===== src/rtl/simon_player_pad.sv =====
`default_nettype none
// ============================================================================
// Module      : simon_player_pad
// Description : Player-side pad for the Simon controller. Debounces four
//               buttons into a playerNum/playerPressed handshake, supplies an
//               LFSR random number, and drives one-hot feedback LEDs.
// Revision    : 1.0 - initial release
// ============================================================================
module simon_player_pad #(
    parameter int         DEBOUNCE_TICKS = 3,
    parameter logic [7:0] LFSR_SEED      = 8'hA5
) (
    input  logic       clk,
    input  logic       reset,
    input  logic [3:0] buttons_i,
    input  logic       simonTurn_i,
    input  logic [1:0] simonNum_i,
    input  logic       simonPressed_i,
    input  logic       gameOver_i,
    output logic [1:0] playerNum_o,
    output logic       playerPressed_o,
    output logic [1:0] rand_o,
    output logic [3:0] leds_o
);

    localparam logic [3:0] c_TICKS = 4'(DEBOUNCE_TICKS);

    typedef enum logic [1:0] {
        S_IDLE      = 2'd0,
        S_ARMING    = 2'd1,
        S_PRESSED   = 2'd2,
        S_RELEASING = 2'd3
    } state_t;

    state_t     state_q, state_d;
    logic [3:0] s1_q, s2_q;
    logic [3:0] cnt_q, cnt_d;
    logic [1:0] cand_q, cand_d;
    logic [1:0] num_q, num_d;
    logic       pressed_q, pressed_d;
    logic [7:0] lfsr_q, lfsr_d;
    logic [4:0] blink_q;
    logic [3:0] leds_q, leds_d;

    logic       w_gate;
    logic       w_single;
    logic [1:0] w_idx;
    logic [3:0] w_cnt_inc;
    logic [3:0] w_cand_onehot;

    function automatic logic [3:0] onehot(input logic [1:0] idx);
        onehot = 4'b0001 << idx;
    endfunction

    assign w_gate        = simonTurn_i | gameOver_i;
    assign w_cnt_inc     = cnt_q + 4'd1;
    assign w_cand_onehot = onehot(cand_q);

    // Exactly-one-button decode; several or none is not a candidate press.
    always_comb begin
        w_single = 1'b1;
        w_idx    = 2'd0;
        case (s2_q)
            4'b0001: w_idx = 2'd0;
            4'b0010: w_idx = 2'd1;
            4'b0100: w_idx = 2'd2;
            4'b1000: w_idx = 2'd3;
            default: w_single = 1'b0;
        endcase
    end

    // Two-flop synchronizer for the asynchronous buttons.
    always_ff @(posedge clk) begin
        if (reset) begin
            s1_q <= 4'b0000;
            s2_q <= 4'b0000;
        end else begin
            s1_q <= buttons_i;
            s2_q <= s1_q;
        end
    end

    always_ff @(posedge clk) begin
        if (reset) begin
            state_q   <= S_IDLE;
            cnt_q     <= 4'd0;
            cand_q    <= 2'd0;
            num_q     <= 2'd0;
            pressed_q <= 1'b0;
        end else begin
            state_q   <= state_d;
            cnt_q     <= cnt_d;
            cand_q    <= cand_d;
            num_q     <= num_d;
            pressed_q <= pressed_d;
        end
    end

    always_comb begin
        state_d   = state_q;
        cnt_d     = cnt_q;
        cand_d    = cand_q;
        num_d     = num_q;
        pressed_d = pressed_q;
        if (gameOver_i) begin
            state_d   = S_IDLE;
            cnt_d     = 4'd0;
            pressed_d = 1'b0;
        end else begin
            case (state_q)
                S_IDLE: begin
                    if (!w_gate && w_single) begin
                        cand_d = w_idx;
                        if (c_TICKS == 4'd1) begin
                            state_d   = S_PRESSED;
                            cnt_d     = 4'd0;
                            num_d     = w_idx;
                            pressed_d = 1'b1;
                        end else begin
                            state_d = S_ARMING;
                            cnt_d   = 4'd1;
                        end
                    end
                end
                S_ARMING: begin
                    if (w_gate || (s2_q != w_cand_onehot)) begin
                        state_d = S_IDLE;
                        cnt_d   = 4'd0;
                    end else if (w_cnt_inc == c_TICKS) begin
                        state_d   = S_PRESSED;
                        cnt_d     = 4'd0;
                        num_d     = cand_q;
                        pressed_d = 1'b1;
                    end else begin
                        cnt_d = w_cnt_inc;
                    end
                end
                // simonTurn is deliberately ignored here so a press in
                // progress always completes its release.
                S_PRESSED: begin
                    if (!s2_q[cand_q]) begin
                        if (c_TICKS == 4'd1) begin
                            state_d   = S_IDLE;
                            cnt_d     = 4'd0;
                            pressed_d = 1'b0;
                        end else begin
                            state_d = S_RELEASING;
                            cnt_d   = 4'd1;
                        end
                    end
                end
                S_RELEASING: begin
                    if (s2_q[cand_q]) begin
                        state_d = S_PRESSED;
                        cnt_d   = 4'd0;
                    end else if (w_cnt_inc == c_TICKS) begin
                        state_d   = S_IDLE;
                        cnt_d     = 4'd0;
                        pressed_d = 1'b0;
                    end else begin
                        cnt_d = w_cnt_inc;
                    end
                end
                default: begin
                    state_d   = S_IDLE;
                    cnt_d     = 4'd0;
                    pressed_d = 1'b0;
                end
            endcase
        end
    end

    // x^8+x^6+x^5+x^4+1 Fibonacci LFSR; a nonzero seed keeps it off all-zero.
    assign lfsr_d = {lfsr_q[6:0], lfsr_q[7] ^ lfsr_q[5] ^ lfsr_q[4] ^ lfsr_q[3]};

    always_ff @(posedge clk) begin
        if (reset) begin
            lfsr_q  <= LFSR_SEED;
            blink_q <= 5'd0;
        end else begin
            lfsr_q  <= lfsr_d;
            blink_q <= blink_q + 5'd1;
        end
    end

    always_comb begin
        leds_d = 4'b0000;
        if (gameOver_i) begin
            leds_d = {4{blink_q[4]}};
        end else if (simonTurn_i && simonPressed_i) begin
            leds_d = onehot(simonNum_i);
        end else if (pressed_q) begin
            leds_d = onehot(num_q);
        end
    end

    always_ff @(posedge clk) begin
        if (reset) begin
            leds_q <= 4'b0000;
        end else begin
            leds_q <= leds_d;
        end
    end

    assign playerNum_o     = num_q;
    assign playerPressed_o = pressed_q;
    assign rand_o          = lfsr_q[1:0];
    assign leds_o          = leds_q;

endmodule
`default_nettype wire


===== config.mk =====
export PLATFORM = sky130hd
export DESIGN_NAME = simon_player_pad
export DESIGN_NICKNAME = d
export VERILOG_FILES = /design/src/rtl/simon_player_pad.sv
export SDC_FILE = /design/constraint.sdc
export NUM_CORES = 1
export LEC_CHECK = 0
export BUFFER_PORTS_ARGS = -buffer_cell sky130_fd_sc_hd__buf_2
export CORE_ASPECT_RATIO = 1.1
export CORE_MARGIN = 2
export CORE_UTILIZATION = 35
export CTS_CLUSTER_DIAMETER = 30
export DETAILED_ROUTE_END_ITERATION = 6
export HOLD_SLACK_MARGIN = 0.05
export SETUP_SLACK_MARGIN = 0.3
export SLEW_MARGIN = 40
export SYNTH_ARGS = -nofsm -noshare
export SYNTH_HDL_FRONTEND = slang
export SYNTH_SLANG_ARGS = --single-unit

===== constraint.sdc =====
create_clock -name clk -period 4.9 [get_ports clk]
set_input_delay 0.49 -clock clk [delete_from_list [all_inputs] [get_ports clk]]
set_output_delay 0.49 -clock clk [all_outputs]
set_load 0.05 [all_outputs]

# Word level (Yosys, flattened, before mapping)
# Index checks and enable logic that the tools add are counted.
# totals
ff_bits	36
inputBits	11
out_inout_bits	9
# classes
addsub	2
order_cmp	1
eq_ne	17
shift	3
n_mux	25
n_bitwise	6
n_reduce_logical	13
# op_table
operator	n
4-bit 2-to-1 mux	8
4-bit one-hot mux with 4 select lines	1
2-bit 2-to-1 mux	6
2-bit != test, second input constant	6
1-bit by 2-bit left shift with 4-bit output, first input constant	3
4-bit by 2-bit equality test with 1-bit output, second input constant	2
2-bit one-hot mux with 4 select lines	1
4-bit AND reduction	2
1-bit 2-to-1 mux	6
3-bit != test, second input constant	2
2-bit one-hot mux with 3 select lines	1
5-bit by 1-bit adder with 5-bit output, second input constant	1
5-bit AND reduction	1
4-bit by 1-bit adder with 4-bit output, second input constant	1
2-bit equality test, second input constant	2
4-bit by 1-bit equality test with 1-bit output, second input constant	1
4-bit by 3-bit equality test with 1-bit output, second input constant	1
4-bit equality test, second input constant	1
4-bit != test	1
4-bit OR reduction	1
2-bit by 3-bit < comparator with 1-bit output, second input constant	1
3-bit AND reduction	1
1-bit XOR	3
1-bit binary-select mux with 2-bit select	1
11 further kinds	13

# Longest topological paths before layout
# Gate-level depths: netlist of run 1.
# logic_depth
depth_word	6
depth_mapped	7

# Worst setup path after synthesis of run 1
# No wires, ideal clock.
# synth_timing
path_kind	register -> register
startpoint	reg cand_q[0]
endpoint	reg cnt_q[0]
t_arrival_ps	1637
t_required_ps	4814
slack_ps	3177
stages_incl_launch_ff	7
path_buffers	1
synth_period_minus_slack_ps	1723
cell_sequence	dfxtp_1 buf_6 or3b_1 a211o_1 a21oi_4 o2111ai_1 a221oi_2
# synth_via
elab_chain_cells	5
elab_cells_between_ends	10
# synth_lines
element	line	text
start, declared	38	logic [1:0] cand_q, cand_d;
start signal, assigned	93	cand_q <= cand_d;
1-bit by 2-bit left shift with 4-bit output	52	onehot = 4'b0001 << idx;
4-bit != test	126	if (w_gate || (s2_q != w_cand_onehot)) begin
1-bit logical OR	126	
4-bit 2-to-1 mux	126	
4-bit one-hot mux with 4 select lines	110	case (state_q)
end signal, assigned	92	cnt_q <= cnt_d;
end, declared	37	logic [3:0] cnt_q, cnt_d;
# Several ways; a longest one is shown, not always the timed one. The select of a mux whose other input is x is not followed.
# A chain may end at the register's enable or synchronous reset.

# Final worst setup path of run 1
# Ends and elaborated chain as after synthesis.

==> results.sh, run 1 <==
export IMPL_outcome="complete, no violations"
export IMPL_fin_util_pct=41.6
export IMPL_grt_first_pass_wirelength_um=4960
export IMPL_rr_worst_depth=4
export IMPL_report_final_slew_viol_count=0
export IMPL_layout_drive_gt1_share_pct=19.0
export IMPL_setup_viol=0
export IMPL_rsz0062_at_grt="false"
export IMPL_grt_busiest_layer="met2"
export IMPL_r2r_slack_ns=2.82
export IMPL_arrival_ns=2.28
export IMPL_grt_use_met3_pct=3.69
export IMPL_startpoint_type="flop"
export IMPL_post_cts_setup_buffers=0
export IMPL_critPathLaunch="cand_q[0]$_SDFFE_PP0P_"
export IMPL_drcViolationCount=0
export IMPL_fin_tns_setup_ns=0
export IMPL_ys_ff_latch=36
export IMPL_reg2reg_to="cnt_q[0]$_SDFFE_PP0P_"
export IMPL_grt_pass1_vias=1151
export IMPL_dp_hpwl_um=2030
export IMPL_cts_buffers=5
export IMPL_leakage_nw=0.714
export IMPL_htree_num_levels=2
export IMPL_hold_buffers=0
export IMPL_p_per_area_nw_per_um2=338
export IMPL_io_pins=20
export IMPL_antenna_found_initial=0
export IMPL_syn_inst=174
export IMPL_grt_ovfl_total=0
export IMPL_avgSynthCellArea_um2=9.32
export IMPL_synth_top_area_share_pct=44.4
export IMPL_register_area_um2=721
export IMPL_multi_input_area_um2=810
export IMPL_wl_um=2880
export IMPL_fill_cells=439
export IMPL_start_util_pct=37.0
export IMPL_r2r_start="cand_q[0]$_SDFFE_PP0P_"
export IMPL_cts_tree="yes"
export IMPL_avgRoutedWirePerCell_um=11.9
export IMPL_fin_skew_ns=0.00646
export IMPL_max_cap_violations=0
export IMPL_cts_resized=0
export IMPL_synth_cell_types=43
export IMPL_first_iter_violations=73
export IMPL_grt_max_degree=29
export IMPL_synth_main_ff_cell="dfxtp_1"
export IMPL_yosysWarnings=0
export IMPL_use_met2_pct=20.5
export IMPL_fin_nets=202
export IMPL_path_clk_slew_ns=0.07
export IMPL_die_h_um=75.4
export IMPL_area_growth_pct=12.4
export IMPL_yosys_area_top_type="dfxtp_1"
export IMPL_slew_headroom_pct=60.3
export IMPL_worstMarginPinSlew_ns=0.592
export IMPL_n_antenna_cell=0
export IMPL_synth_area_um2=1620
export IMPL_path_class="reg -> reg"
export IMPL_rows=25
export IMPL_yosysMostFrequentCell="dfxtp_1"
export IMPL_cts_buffer_depth=2
export IMPL_critPathMaxFanout=9
export IMPL_syn_nets=188
export IMPL_clk_latency_ns=0.29
export IMPL_firstDrtPassIters=4
export IMPL_worstHoldPathType="reg -> reg"
export IMPL_vias=1240
export IMPL_grtUsageTotal_pct=12.7
export IMPL_yosysSeqAreaShare_pct=44.4
export IMPL_synth_area_top_cells="dfxtp_1 (44%), nor2b_1 (6.2%), o21ai_0 (4.0%), nor2_1 (2.8%), xor2_1 (2.7%)"
export IMPL_hold_violations=0
export IMPL_synth_edf_count=0
export IMPL_use_met1_pct=15.7
export IMPL_cts_sinks=36
export IMPL_port_buffer_count=19
export IMPL_die_area_um2=5190
export IMPL_avgViaCountPerCell=5.10
export IMPL_period_share_pct=42.4
export IMPL_post_route_min_period_ns=2.08
export IMPL_critPathRequiredTime_ns=5.11
export IMPL_peakVddDrop_v=0.000189
export IMPL_synthArstFlopShare_pct=0
export IMPL_core_um2=4380
export IMPL_crit_end="cnt_q[0]$_SDFFE_PP0P_"
export IMPL_netlist_top_cells_count="dfxtp_1 (36), nor2b_1 (16), o21ai_0 (13)"
export IMPL_max_freq_mhz=482
export IMPL_die_w_um=68.9
export IMPL_drtAntennaViolNets=0
export IMPL_end_kind="flop"
export IMPL_clock_root_buffer="clkbuf_8"
export IMPL_place_gp_congestion=0.740
metrics by stage:
stage	std cells	setup WS (ns)	total power [W]	hold WS [ns]	instance area [um2]
floorplan	174	3.18	0.000362	0.389	1620
global placement	235	2.97	0.000371	0.391	1720
detailed placement	235	2.87	0.000371	0.398	1720
CTS	243	2.86	0.000627	0.403	1820
global route	243	2.67	0.000645	0.406	1820
finish	243	2.82	0.000617	0.411	1820
worst max-delay path, cell delays in order, from the launching register on:
cell	delay (ns)
dfxtp_1	0.47
mux4_1	0.61
nor2b_1	0.43
a211oi_1	0.20
a221oi_2	0.30
sequential cells by signal, indices dropped and copies added (netlist names):
signal,cells
lfsr_q,8
blink_q,5
cnt_q,4
leds_o,4
s1_q,4
s2_q,4
cand_q,2
playerNum_o,2
state_q,2
playerPressed_o,1
cell usage in the layout (no fill, tap or decap), types with 5 or more instances in the layout:
master,synthesis,final
nand2_1,7,7
or2_2,5,5
buf_2,2,19
nor2b_1,16,16
inv_1,6,6
nor3_1,6,6
a21oi_1,6,6
clkbuf_8,0,5
o21ai_0,13,13
xor2_1,5,5
nor2_1,12,12
nand3_1,5,5
dfxtp_1,36,36
layer usage:
metal | part of all wire [%] | wire [um] | vias up
met5 | 0 | 0 | -
met4 | 1.7 | 49 | 0
met3 | 4.1 | 118 | 7
met2 | 47 | 1360 | 24
met1 | 47 | 1350 | 570
li1 | - | - | 639
worst min-delay path by stage:
stage / startpoint / endpoint / slack, ns / cells after the start
2_1_floorplan: lfsr_q[6]$_SDFF_PP0_ / lfsr_q[7]$_SDFF_PP1_ / 0.39 / 1
3_3_place_gp: lfsr_q[6]$_SDFF_PP0_ / lfsr_q[7]$_SDFF_PP1_ / 0.39 / 1
3_5_place_dp: lfsr_q[6]$_SDFF_PP0_ / lfsr_q[7]$_SDFF_PP1_ / 0.40 / 1
4_1_cts: buttons_i[1] / s1_q[1]$_SDFF_PP0_ / 0.40 / 2
5_1_grt: buttons_i[1] / s1_q[1]$_SDFF_PP0_ / 0.41 / 2
6_report: lfsr_q[6]$_SDFF_PP0_ / lfsr_q[7]$_SDFF_PP1_ / 0.41 / 1
layout make-up:
class | instances | share of cell area [%]
clock inverters | 2 | 1.92
flip-flops and latches | 36 | 39.5
well taps | 54 | 3.71
multi-input cells | 120 | 44.4
repair buffers | 19 | 5.22
clock buffers | 6 | 3.98
inverters | 6 | 1.24
power breakdown:
group          leakage (nW)  internal, W  switching [W]  total (W)
combinational         0.363    0.0000210      0.0000305  0.0000514
sequential            0.295     0.000305     0.00000776   0.000313
clock                0.0552     0.000151       0.000102   0.000253
logic make-up after synthesis:
logic type,synth area share (%)
DFF,44.4
AOI/OAI and AO/OA,18.2
buffers and inverters,5.63
adders and majority gates,2.32
and+or+nand+nor,22.2
muxes,2.86
xor gates and xnor gates,4.32
Power figures use the tool's default switching activity.
==> run 2, diff against run 1 <==
Clock period 4.9 ns to 1.9 ns, I/O delays scaled along.
==> run 2 against run 1 <==
  * Clock skew hardly changed
  * Cell count is 5.3% higher
  * Hold slack worse by 0.31 ns
  * Critical path depth grew 1
  * Combinational power rose to 2.9 times the previous value
  * Setup slack worse by 2.6 ns
  * Largest cell class unchanged
==> results.sh, run 2 (same netlist as run 1, synthesis figures left out) <==
export IMPL_path_class="reg -> reg"
export IMPL_rows=25
export IMPL_grt_pass1_vias=1157
export IMPL_end_kind="flop"
export IMPL_cts_buffer_depth=2
export IMPL_leakage_nw=0.781
export IMPL_port_buffer_count=19
export IMPL_peakVddDrop_v=0.000473
export IMPL_final_area_um2=2030
export IMPL_slew_headroom_pct=67.1
export IMPL_die_h_um=75.4
export IMPL_p_per_area_nw_per_um2=800
export IMPL_layout_common_cells="dfxtp_1 (30), buf_2 (19), nor2b_1 (15), nor2_1 (12), buf_4 (12)"
export IMPL_crit_slowest_cell="dfxtp_4"
export IMPL_antenna_found_initial=0
export IMPL_setup_viol=0
export IMPL_pre_cts_ws_ns=0.0841
export IMPL_finalWorstSetupSlack_ns=0.190
export IMPL_cts_buffers=5
export IMPL_place_gp_congestion=0.807
export IMPL_worstMarginPinSlew_ns=0.492
export IMPL_cts_tree="yes"
export IMPL_path_clk_slew_ns=0.08
export IMPL_dp_hpwl_um=2070
export IMPL_startpoint_type="flop"
export IMPL_n_antenna_cell=0
export IMPL_grt_max_degree=29
export IMPL_clock_root_buffer="clkbuf_8"
export IMPL_die_area_um2=5190
export IMPL_start_util_pct=37.0
export IMPL_critPathMaxFanout=7
export IMPL_grt_first_pass_wirelength_um=5260
export IMPL_firstDrtPassIters=4
export IMPL_power_w=0.00162
export IMPL_grt_busiest_layer="met2"
export IMPL_drtAntennaViolNets=0
export IMPL_post_route_min_period_ns=1.71
export IMPL_layout_drive_gt1_share_pct=34.7
export IMPL_core_um2=4380
export IMPL_fin_nets=215
export IMPL_area_growth_pct=25.2
export IMPL_use_met1_pct=16.3
export IMPL_rsz0062_at_grt="true"
export IMPL_fin_tns_setup_ns=0
export IMPL_cts_sinks=36
export IMPL_place_area_um2=1770
export IMPL_largest_register_ffs=8
export IMPL_wl_um=3110
export IMPL_avgRoutedWirePerCell_um=12.1
export IMPL_hold_violations=0
export IMPL_max_cap_violations=0
export IMPL_final_common_cell="dfxtp_1"
export IMPL_report_final_slew_viol_count=0
export IMPL_max_flop_register="lfsr_q"
export IMPL_r2r_slack_ns=0.19
export IMPL_grtUsageTotal_pct=13.9
export IMPL_worst_hold_slack_ns=0.105
export IMPL_period_share_pct=90.0
export IMPL_max_stage_delay_ns=0.39
export IMPL_max_freq_mhz=585
export IMPL_drcViolationCount=0
export IMPL_avgViaCountPerCell=5.09
export IMPL_grt_ovfl_total=0
export IMPL_htree_num_levels=2
export IMPL_clk_latency_ns=0.29
export IMPL_vias=1303
export IMPL_worstHoldPathType="in -> reg"
export IMPL_grt_use_met3_pct=4.43
export IMPL_outcome="complete, no violations"
export IMPL_die_w_um=68.9
export IMPL_largestRegisters="lfsr_q: 8 flops, blink_q: 5 flops"
export IMPL_fin_skew_ns=0.00604
export IMPL_use_met2_pct=23.0
export IMPL_arrival_ns=1.92
export IMPL_critPathRequiredTime_ns=2.11
export IMPL_first_iter_violations=63
export IMPL_path_cells="or3b_1, a211o_1, a21oi_4, o211ai_1, a211oi_1"
export IMPL_io_pins=20
## run 2: cell types whose count changed in the layout (fill, tap and decap cells not counted), moves of 3 or more
cell and change:
dfxtp_2 +3, buf_4 +12, dfxtp_1 -6, dfxtp_4 +3, o21ai_0 -6, o21ai_1 +5
## run 2: repair_timing
item | CTS | global route
gates cloned | 0 | 0
endpoints found under the hold margin | 0 | 0
setup endpoints to repair | 11 | 11
pin swaps | 5 | 3
setup buffers | 8 | 0
resized for setup | 16 | 13
hold buffers | 0 | 0
## run 2: worst paths after layout
kind,to,startpoint,cells after the start
worst max-delay path,state_q[0]$_SDFFE_PP0P_,s2_q[2]$_SDFF_PP0_,5
worst min-delay path,s1_q[2]$_SDFF_PP0_,buttons_i[2],2
worst min register to register,lfsr_q[7]$_SDFF_PP1_,lfsr_q[6]$_SDFF_PP0_,1
worst max register to register,state_q[0]$_SDFFE_PP0P_,s2_q[2]$_SDFF_PP0_,5
## run 2: through the flow
stage / util (%) / cells
floorplan: - / 174
global placement: 40.4 / 240
detailed placement: 40.4 / 240
CTS: 45.2 / 256
global route: 46.3 / 256
finish: 46.3 / 256
## run 2: per-layer routing
| layer | wire length, um | up-vias |
|---|---|---|
| met1 | 1380 | 600 |
| met2 | 1490 | 29 |
| met4 | 79 | 0 |
| li1 | - | 665 |
| met5 | 0 | - |
| met3 | 160 | 9 |
## run 2: worst max-delay path, delay by kind of cell (launching register included)
family	cells	cell delay [ns]
flip-flops	1	0.39
AO/OA/AOI/OAI	4	0.90
AND/OR/NAND/NOR	1	0.35
## run 2: power breakdown
part | internal, W | leakage [nW] | switching [W]
combinational | 0.0000640 | 0.427 | 0.0000837
clock | 0.000389 | 0.0552 | 0.000281
sequential | 0.000783 | 0.299 | 0.0000214
## run 2: cell type report
cell class	count	area [um2]
flip-flops and latches	36	736
clock buffers	6	72.6
inverters	6	22.5
repair buffers	32	196
fillers	432	2350
clock inverters	2	35.0
multi-input cells	120	900
well taps	54	67.6
